[src/rtl/uart_pkg.sv]
// Shared types and helpers for the buffered UART: FSM state encodings,
// divisor width and FIFO pointer sizing.
package uart_pkg;

    localparam int CLKS_PER_BIT_W = 13;

    typedef enum logic [2:0] {
        TX_IDLE,
        TX_START,
        TX_DATA,
        TX_PARITY,
        TX_STOP
    } tx_state_t;

    typedef enum logic [2:0] {
        RX_IDLE,
        RX_START,
        RX_DATA,
        RX_PARITY,
        RX_STOP,
        RX_RECOVER
    } rx_state_t;

    // One extra MSB distinguishes full from empty when the index bits match.
    function automatic int ptr_width(input int depth);
        return $clog2(depth) + 1;
    endfunction

endpackage

[src/rtl/uart_sync_fifo.sv]
// Synchronous first-word-fall-through FIFO with valid/ready on both sides.
// Read data reads as zero while the FIFO is empty.
module uart_sync_fifo
    import uart_pkg::*;
#(
    parameter int WIDTH = 8,
    parameter int DEPTH = 8
) (
    input  logic             clk,
    input  logic             rst,
    input  logic [WIDTH-1:0] wr_data,
    input  logic             wr_valid,
    output logic             wr_ready,
    output logic [WIDTH-1:0] rd_data,
    output logic             rd_valid,
    input  logic             rd_ready
);

    localparam int PW = ptr_width(DEPTH);
    localparam int AW = PW - 1;

    logic [WIDTH-1:0] mem [DEPTH];
    logic [PW-1:0]    wr_ptr;
    logic [PW-1:0]    rd_ptr;
    logic             full;
    logic             empty;
    logic             do_wr;
    logic             do_rd;

    assign full  = (wr_ptr[AW] != rd_ptr[AW]) && (wr_ptr[AW-1:0] == rd_ptr[AW-1:0]);
    assign empty = (wr_ptr == rd_ptr);

    assign wr_ready = !full;
    assign rd_valid = !empty;
    assign do_wr    = wr_valid && !full;
    assign do_rd    = rd_ready && !empty;
    assign rd_data  = empty ? '0 : mem[rd_ptr[AW-1:0]];

    always_ff @(posedge clk) begin
        if (rst) begin
            wr_ptr <= '0;
            rd_ptr <= '0;
        end else begin
            if (do_wr) wr_ptr <= wr_ptr + PW'(1);
            if (do_rd) rd_ptr <= rd_ptr + PW'(1);
        end
    end

    always_ff @(posedge clk) begin
        if (do_wr) mem[wr_ptr[AW-1:0]] <= wr_data;
    end

endmodule

[src/rtl/uart_buffered.sv]
// Full-duplex UART with TX/RX FIFOs, runtime divisor and sticky error flags.
// Optional parity bit in both directions when UART_PARITY_EN is defined.
module uart_buffered
    import uart_pkg::*;
#(
    parameter int DATA_WIDTH = 8,
    parameter int TX_DEPTH   = 8,
    parameter int RX_DEPTH   = 8,
    parameter int STOP_BITS  = 1
) (
    input  logic                      clk,
    input  logic                      rst,
    input  logic [CLKS_PER_BIT_W-1:0] clks_per_bit,
    input  logic                      rx_serial,
    output logic                      tx_serial,
    input  logic [DATA_WIDTH-1:0]     tx_data,
    input  logic                      tx_valid,
    output logic                      tx_ready,
    output logic                      tx_busy,
    output logic [DATA_WIDTH-1:0]     rx_data,
    output logic                      rx_valid,
    input  logic                      rx_ready,
    input  logic                      parity_odd,
    output logic                      frame_err,
    output logic                      overrun_err,
    output logic                      parity_err,
    input  logic                      err_clear
);

    localparam logic [3:0] LAST_BIT  = 4'(DATA_WIDTH - 1);
    localparam logic       LAST_STOP = 1'(STOP_BITS - 1);

    // ---------------- TX ----------------
    tx_state_t                 tx_state;
    logic [CLKS_PER_BIT_W-1:0] tx_div;
    logic [CLKS_PER_BIT_W-1:0] tx_cnt;
    logic [DATA_WIDTH-1:0]     tx_shift;
    logic [3:0]                tx_bit;
    logic                      tx_stop_idx;
    logic [DATA_WIDTH-1:0]     tx_head;
    logic                      tx_head_valid;
    logic                      tx_bit_end;
    logic                      tx_pop;
`ifdef UART_PARITY_EN
    logic                      tx_par;
`endif

    uart_sync_fifo #(.WIDTH(DATA_WIDTH), .DEPTH(TX_DEPTH)) u_tx_fifo (
        .clk      (clk),
        .rst      (rst),
        .wr_data  (tx_data),
        .wr_valid (tx_valid),
        .wr_ready (tx_ready),
        .rd_data  (tx_head),
        .rd_valid (tx_head_valid),
        .rd_ready (tx_pop)
    );

    assign tx_bit_end = (tx_cnt == tx_div - CLKS_PER_BIT_W'(1));
    assign tx_busy    = (tx_state != TX_IDLE) || tx_head_valid;

    // The head is popped from IDLE or at the end of the last stop bit so that
    // queued frames follow each other with no idle gap.
    always_comb begin
        tx_pop = 1'b0;
        case (tx_state)
            TX_IDLE: tx_pop = tx_head_valid;
            TX_STOP: tx_pop = tx_bit_end && (tx_stop_idx == LAST_STOP) && tx_head_valid;
            default: tx_pop = 1'b0;
        endcase
    end

    always_ff @(posedge clk) begin
        if (rst) begin
            tx_state    <= TX_IDLE;
            tx_serial   <= 1'b1;
            tx_div      <= '0;
            tx_cnt      <= '0;
            tx_shift    <= '0;
            tx_bit      <= '0;
            tx_stop_idx <= 1'b0;
`ifdef UART_PARITY_EN
            tx_par      <= 1'b0;
`endif
        end else begin
            case (tx_state)
                TX_IDLE: ;
                TX_START: begin
                    if (tx_bit_end) begin
                        tx_cnt    <= '0;
                        tx_bit    <= '0;
                        tx_serial <= tx_shift[0];
                        tx_state  <= TX_DATA;
                    end else begin
                        tx_cnt <= tx_cnt + CLKS_PER_BIT_W'(1);
                    end
                end
                TX_DATA: begin
                    if (tx_bit_end) begin
                        tx_cnt <= '0;
                        if (tx_bit == LAST_BIT) begin
`ifdef UART_PARITY_EN
                            tx_serial <= tx_par;
                            tx_state  <= TX_PARITY;
`else
                            tx_serial   <= 1'b1;
                            tx_stop_idx <= 1'b0;
                            tx_state    <= TX_STOP;
`endif
                        end else begin
                            tx_bit    <= tx_bit + 4'd1;
                            tx_shift  <= tx_shift >> 1;
                            tx_serial <= tx_shift[1];
                        end
                    end else begin
                        tx_cnt <= tx_cnt + CLKS_PER_BIT_W'(1);
                    end
                end
                TX_PARITY: begin
                    if (tx_bit_end) begin
                        tx_cnt      <= '0;
                        tx_serial   <= 1'b1;
                        tx_stop_idx <= 1'b0;
                        tx_state    <= TX_STOP;
                    end else begin
                        tx_cnt <= tx_cnt + CLKS_PER_BIT_W'(1);
                    end
                end
                TX_STOP: begin
                    if (tx_bit_end) begin
                        tx_cnt <= '0;
                        if (tx_stop_idx == LAST_STOP) tx_state <= TX_IDLE;
                        else tx_stop_idx <= 1'b1;
                    end else begin
                        tx_cnt <= tx_cnt + CLKS_PER_BIT_W'(1);
                    end
                end
                default: tx_state <= TX_IDLE;
            endcase

            // Frame load overrides the IDLE/STOP assignments above.
            if (tx_pop) begin
                tx_shift  <= tx_head;
                tx_div    <= clks_per_bit;
                tx_cnt    <= '0;
                tx_serial <= 1'b0;
                tx_state  <= TX_START;
`ifdef UART_PARITY_EN
                tx_par    <= (^tx_head) ^ parity_odd;
`endif
            end
        end
    end

    // ---------------- RX ----------------
    rx_state_t                 rx_state;
    logic [1:0]                rx_sync;
    logic                      rx_s;
    logic                      rx_prev;
    logic [CLKS_PER_BIT_W-1:0] rx_div;
    logic [CLKS_PER_BIT_W-1:0] rx_cnt;
    logic [DATA_WIDTH-1:0]     rx_shift;
    logic [3:0]                rx_bit;
    logic                      rx_bit_end;
    logic                      rx_half_end;
    logic                      rx_space;
    logic                      rx_push;

    assign rx_s        = rx_sync[1];
    assign rx_bit_end  = (rx_cnt == rx_div - CLKS_PER_BIT_W'(1));
    assign rx_half_end = (rx_cnt == {1'b0, rx_div[CLKS_PER_BIT_W-1:1]} - CLKS_PER_BIT_W'(1));
    assign rx_push     = (rx_state == RX_STOP) && rx_bit_end && rx_s && rx_space;

    uart_sync_fifo #(.WIDTH(DATA_WIDTH), .DEPTH(RX_DEPTH)) u_rx_fifo (
        .clk      (clk),
        .rst      (rst),
        .wr_data  (rx_shift),
        .wr_valid (rx_push),
        .wr_ready (rx_space),
        .rd_data  (rx_data),
        .rd_valid (rx_valid),
        .rd_ready (rx_ready)
    );

`ifndef UART_PARITY_EN
    logic unused_parity_odd;
    assign unused_parity_odd = parity_odd;
    assign parity_err        = 1'b0;
`endif

    always_ff @(posedge clk) begin
        if (rst) begin
            rx_sync     <= 2'b11;
            rx_prev     <= 1'b1;
            rx_state    <= RX_IDLE;
            rx_div      <= '0;
            rx_cnt      <= '0;
            rx_shift    <= '0;
            rx_bit      <= '0;
            frame_err   <= 1'b0;
            overrun_err <= 1'b0;
`ifdef UART_PARITY_EN
            parity_err  <= 1'b0;
`endif
        end else begin
            rx_sync <= {rx_sync[0], rx_serial};
            rx_prev <= rx_s;

            // Clear first; any set below in the same cycle takes precedence.
            if (err_clear) begin
                frame_err   <= 1'b0;
                overrun_err <= 1'b0;
`ifdef UART_PARITY_EN
                parity_err  <= 1'b0;
`endif
            end

            case (rx_state)
                RX_IDLE: begin
                    if (rx_prev && !rx_s) begin
                        rx_div   <= clks_per_bit;
                        rx_cnt   <= '0;
                        rx_state <= RX_START;
                    end
                end
                RX_START: begin
                    if (rx_half_end) begin
                        rx_cnt <= '0;
                        rx_bit <= '0;
                        rx_state <= rx_s ? RX_IDLE : RX_DATA;
                    end else begin
                        rx_cnt <= rx_cnt + CLKS_PER_BIT_W'(1);
                    end
                end
                RX_DATA: begin
                    if (rx_bit_end) begin
                        rx_cnt   <= '0;
                        rx_shift <= {rx_s, rx_shift[DATA_WIDTH-1:1]};
                        rx_bit   <= rx_bit + 4'd1;
                        if (rx_bit == LAST_BIT) begin
`ifdef UART_PARITY_EN
                            rx_state <= RX_PARITY;
`else
                            rx_state <= RX_STOP;
`endif
                        end
                    end else begin
                        rx_cnt <= rx_cnt + CLKS_PER_BIT_W'(1);
                    end
                end
                RX_PARITY: begin
                    if (rx_bit_end) begin
                        rx_cnt   <= '0;
                        rx_state <= RX_STOP;
`ifdef UART_PARITY_EN
                        if (rx_s != ((^rx_shift) ^ parity_odd)) parity_err <= 1'b1;
`endif
                    end else begin
                        rx_cnt <= rx_cnt + CLKS_PER_BIT_W'(1);
                    end
                end
                RX_STOP: begin
                    if (rx_bit_end) begin
                        rx_cnt <= '0;
                        if (rx_s) begin
                            if (!rx_space) overrun_err <= 1'b1;
                            rx_state <= RX_IDLE;
                        end else begin
                            frame_err <= 1'b1;
                            rx_state  <= RX_RECOVER;
                        end
                    end else begin
                        rx_cnt <= rx_cnt + CLKS_PER_BIT_W'(1);
                    end
                end
                RX_RECOVER: begin
                    if (rx_s) rx_state <= RX_IDLE;
                end
                default: rx_state <= RX_IDLE;
            endcase
        end
    end

endmodule

[config.mk]
export PLATFORM = sky130hd
export DESIGN_NAME = uart_buffered
export DESIGN_NICKNAME = d
export VERILOG_FILES = /design/src/rtl/uart_pkg.sv /design/src/rtl/uart_sync_fifo.sv /design/src/rtl/uart_buffered.sv
export SDC_FILE = /design/constraint.sdc
export NUM_CORES = 1
export LEC_CHECK = 0
export BUFFER_PORTS_ARGS = -buffer_cell sky130_fd_sc_hd__clkbuf_2
export CAP_MARGIN = 20
export CORE_MARGIN = 2
export CORE_UTILIZATION = 56
export DETAILED_ROUTE_END_ITERATION = 7
export HOLD_SLACK_MARGIN = 0.1
export PLACE_DENSITY_LB_ADDON = 0.2
export SYNTH_ARGS = -nofsm -noshare
export SYNTH_HDL_FRONTEND = slang
export SYNTH_SLANG_ARGS = --single-unit
[constraint.sdc]
create_clock -name clk -period 4 [get_ports clk]
set_input_delay 1.2 -clock clk [delete_from_list [all_inputs] [get_ports clk]]
set_output_delay 1.2 -clock clk [all_outputs]
set_load 0.1 [all_outputs]
* Word level (Yosys, flattened, before mapping)
Memories as Yosys holds them, arrays and structs flattened. A register that Yosys moved wholly into a read port is not among the register bits. Cells that the tools add are included.
Storage, ports and cells: flip-flop bits (word level) 105, bits in latches 0, memory bits (writable) 128, memory bits (read-only) 0, input port bits 28, output and inout bits 15, word-level logic and storage cells 186, memories 2
Operators by class: $add $sub $neg 11, multipliers 0, div/mod/pow operators 0, $lt $le $gt $ge 0, eq/ne operators 42, shift-type cells 0, multiplexer cells 66, bitwise gates (word level) 2, reduce and logical (&&, ||, !) cells 42
Memories:
- u_rx_fifo.mem | words 8, bits a word 8, rd ports 1, clocked after Yosys merged registers in 1, wr ports 1, line uart_sync_fifo.sv:22 | logic [WIDTH-1:0] mem [DEPTH];
- u_tx_fifo.mem | words 8, bits a word 8, rd ports 1, clocked after Yosys merged registers in 1, wr ports 1, line uart_sync_fifo.sv:22
Operator list (number):
- $mux 3 | 18
- $mux 13 | 4
- $mux 8 | 6
- $eq 13x13->1 | 3
- $pmux 13 s3 | 1
- $ne 2x2->1 const B | 14
- $add 13x1->13 const B | 2
- $sub 13x1->13 const B | 2
- $add 4x1->4 const B | 6
- $mux 1 | 24
- $reduce_and 7->1 | 3
- $mux 4 | 5
- $ne 3x2->1 const B | 6
- $pmux 3 s6 | 1
- $pmux 4 s2 | 2
- $pmux 3 s5 | 1
- $sub 12x1->13 const B | 1
- $eq 3x2->1 const B | 4
- $logic_and 1x1->1 | 12
- $eq 3x3->1 const B | 3
- $reduce_bool 3->1 | 3
- $eq 4x3->1 const B | 2
- $eq 4x4->1 | 2
- $reduce_and 4->1 | 2
- 19 further kinds | 36

* Logic depth before layout (Yosys ltp)
word-level depth 8, gate-level depth with buffers 12, gate-level depth less buffers 9

* Hierarchy
From an unflattened synthesis, not the netlist that was laid out.
Second synthesis, totals: cell total of the unflattened synthesis 1046, area total of the unflattened synthesis 11812.6 um2
Modules (own cells, without submodules):
- uart_buffered | instances 1, cells an instance 666, area each 5400.2 um2, sequential area each 1761.7 um2
- uart_sync_fifo (u_tx_fifo) | instances 1, cells an instance 190, area each 3208.1 um2, sequential area each 2142.1 um2
- uart_sync_fifo (u_rx_fifo) | instances 1, cells an instance 190, area each 3204.3 um2, sequential area each 2142.1 um2

* Worst setup path before layout
Ideal clock, no wire load.
kind register to output, start reg with a tool-made name, end out rx_data[5], arrival time 2.869 ns, data required time 2.800 ns, slack -0.069 ns, stages on the path, launching flop included 6, buffers on the path 2, cell sequence dfxtp_1 -> clkbuf_1 -> buf_1 -> mux4_2 -> mux2i_1 -> nor2_1
RTL lines:
- to (decl) | line uart_buffered.sv:20 | output logic [DATA_WIDTH-1:0] rx_data,

* Final worst setup path
start reg rx_div[1], end mem u_rx_fifo.mem[3][3] (enable)
On the way: word-level cells in the longest chain between the ends 8
Ends and longest elaborated chain:
- from (decl) | line uart_buffered.sv:160 | logic [CLKS_PER_BIT_W-1:0] rx_div;
- from (signal assigned) | line uart_buffered.sv:221 | rx_div <= clks_per_bit;
- $sub 13x1->13 | line uart_buffered.sv:170 | assign rx_bit_end = (rx_cnt == rx_div - CLKS_PER_BIT_W'(1));
- $eq 13x13->1 | line uart_buffered.sv:170
- $logic_and 1x1->1 (3 in a row) | line uart_buffered.sv:172 | assign rx_push = (rx_state == RX_STOP) && rx_bit_end && rx_s && rx_space;
- $logic_and 1x1->1 | line uart_sync_fifo.sv:35 | assign do_wr = wr_valid && !full;
- $mux 1 | line uart_sync_fifo.sv:50 | if (do_wr) mem[wr_ptr[AW-1:0]] <= wr_data;
- $mux 1 (implied by the code) | line uart_sync_fifo.sv:50
- to (decl) | line uart_sync_fifo.sv:22
Every way passes these cells.

==> run metrics <==
CTS sink cnt 238; # fillers 1584; cts bufs inserted 25; Syn Area/Cell 11.0 sq um; #FFs+latches synth 238; # rows 52; max cap viols 0; total core area 20200 sq um; net count reported at finish 1106; Setup TNS Final 0 ps; Crit path largest cell delay 530 ps; Congestion Overflow GR 0; Slew headroom 0.320; hold_ws 409 ps; GRT Total Usage 0.225; Initial DRC Count 577; first-pass GRT wire length 39.6 mm; ANT nets after route 0; dpl ws 419 ps; Min-Delay Startpoint rx_sync[0]; CP max stage cell or4b_1; clock latency on the worst-skew pair 510 ps; share of the synthesized area in the top cell type 0.334; leading cell type in the layout, fill and taps excluded edfxtp_1; Post-Syn Area 11500 sq um; Seq pwr share 0.433; worst min-delay path class reg2reg; final core utilization 0.636; post-layout min period 3580 ps; Worst EP required 4220 ps; DPL Wire Length 16.2 mm; RSZ-0062 raised after global routing false; H-tree Lvls 1; crit path cell chain inv_1, ha_1, or4b_1, nor4_2, xnor2_1, nor4_2, buf_4, and4_1, nand4_2, nor4b_2, buf_4; CTS tree done; Post-CTS Resized 0; WS Path Type reg2reg; Clock Tree Root clkbuf_16; wire per inst 17.8 um; drt total wl 24.1 mm; vias in the first global route 7666; Syn-to-layout area delta 11.5%; Distinct cells, synth 79; Worst-path clk slew 60 ps; Max Freq 280 MHz; Syn Inst Count 1041; Worst Path Max Fanout 8; Via Count 7937; die height 147 um; Seq/Total Area, Yosys 0.526; residual DRC count 0; fraction of layout cells with a size suffix above 1 0.170; Antenna Cells 0; Ports 43; largest net degree at the start of global routing 76; first-pass iteration count of the detailed router 5; largest area contributor in the netlist edfxtp_1; Hold Buf Count CTS 0; Peak VDD IR 0.430 mV; RR Startpoint rx_div[1]; syn nets 1081; # setup viols final 0; Top FF cell, synth edfxtp_1; Worst-Margin Slew 1010 ps; Pint 0.00471 W; PD cells 529 nW/um^2; run status complete, no violations; Fin. Hold Viols 0; top cells by area, synth edfxtp_1 (33%), dfxtp_1 (19%), mux4_2 (6.3%); Synth async-reset ratio 0; Setup Buffers After CTS 0; WP data arrival 3790 ps; Setup crit start rx_div[1]; number of buffers added on ports 40; most frequent cells in the layout edfxtp_1 (128), dfxtp_1 (110), nor2_1 (81), nand2_1 (70), o21ai_0 (44); Final Slew Violations 0; Clock Power Share 0.336; Clock Skews 10.0 ps; antenna violations before repair 0; Initial Util 0.570; Comb power frac 0.231; Routability Congestion 0.827; vias per std cell 5.87; Pleak 4.56 nW; post-route setup slack 423 ps; sw power 0.00207 W; die extent in x 147 um; synth warn 0; sw frac 0.306; Longest Clk Path Bufs 3; die area 21700 sq um; Tcrit/Tclk final 0.894; Post-synth EDFFs 128; CP Launch Type flip-flop; CP endpoint kind flip-flop
## synthesized netlist by cell type, drive strengths merged, types with 7 or more instances
master  number
mux2        10
dfxtp      110
nand4       16
mux4        32
a211oi      10
mux2i       34
inv         29
o31ai       18
edfxtp     128
a31oi       10
nor2b       11
and2         7
o22ai        8
nor2        89
a21oi       42
nor4        13
ha          12
xor2        33
buf         24
nand2b      14
or3         13
nand3       42
xnor2       40
clkbuf      53
nand2       71
or4          8
o21ai       44
nor3        26
nor3b        7
## cell type report
class / count / area (sq um) / area share
flip-flops and latches: 238 / 6050 / 0.472
inverters: 30 / 113 / 0.00878
repair buffers: 75 / 463 / 0.0361
clock inverters: 18 / 176 / 0.0138
well taps: 270 / 338 / 0.0263
multi-input cells: 696 / 5060 / 0.394
clock buffers: 26 / 629 / 0.0491
## flip-flops by register name, summed over array words and instances, names as in the netlist, 8 cells and up, named ones only
name	count
u_rx_fifo.mem	64
u_tx_fifo.mem	64
rx_cnt	13
rx_div	13
tx_cnt	13
tx_div	13
rx_shift	8
tx_shift	8
## worst max-delay path: cells and delay by family (launching register included)
family	cells	cell delay, ps
adder cells (fa/ha/maj)	1	260
XOR/XNOR	1	120
AND/OR/NAND/NOR	6	1990
flip-flops	1	370
buffers and inverters	3	530
## power groups by stage
stage          sequential [W]  combinational [W]  clock, W
6_report              0.00293            0.00157   0.00228
5_1_grt               0.00296            0.00173   0.00241
4_1_cts               0.00294            0.00156   0.00232
3_5_place_dp          0.00299            0.00155         0
3_3_place_gp          0.00298            0.00151         0
2_1_floorplan         0.00287            0.00130         0
## cells by family after synthesis
| logic type | Yosys count | share of synthesized area |
|---|---|---|
| compound gates | 181 | 0.103 |
| xor+xnor | 73 | 0.0556 |
| fa+ha+maj | 12 | 0.0131 |
| buf+inv | 107 | 0.0385 |
| flops | 238 | 0.526 |
| mux | 76 | 0.102 |
| other cells | 1 | 0.000326 |
| simple gates | 353 | 0.161 |
## per-layer routing
layer / track usage / up-vias / wire length, um
met3: 0.0276 / 31 / 935
met2: 0.387 / 166 / 11900
li1: - / 3909 / -
met1: 0.306 / 3831 / 10700
met5: 0 / - / 0
met4: 0.0548 / 0 / 489
## final timing paths
path	depth (start not counted)	end	slack [ps]
worst max register to register	11	u_rx_fifo.mem[3][3]	420
worst min-delay path	1	rx_sync[1]	410
worst min register to register	1	rx_sync[1]	410
worst max-delay path	11	u_rx_fifo.mem[3][3]	420
## through the flow
step                      total power (W)  std cells  cell area [sq um]
after global routing              0.00710       1353              12800
after global placement            0.00450       1308              12000
after floorplan                   0.00417       1041              11500
after CTS                         0.00682       1353              12800
final                             0.00678       1353              12800
after detailed placement          0.00454       1309              12000
No activity file was read; power rests on OpenSTA's default activity.
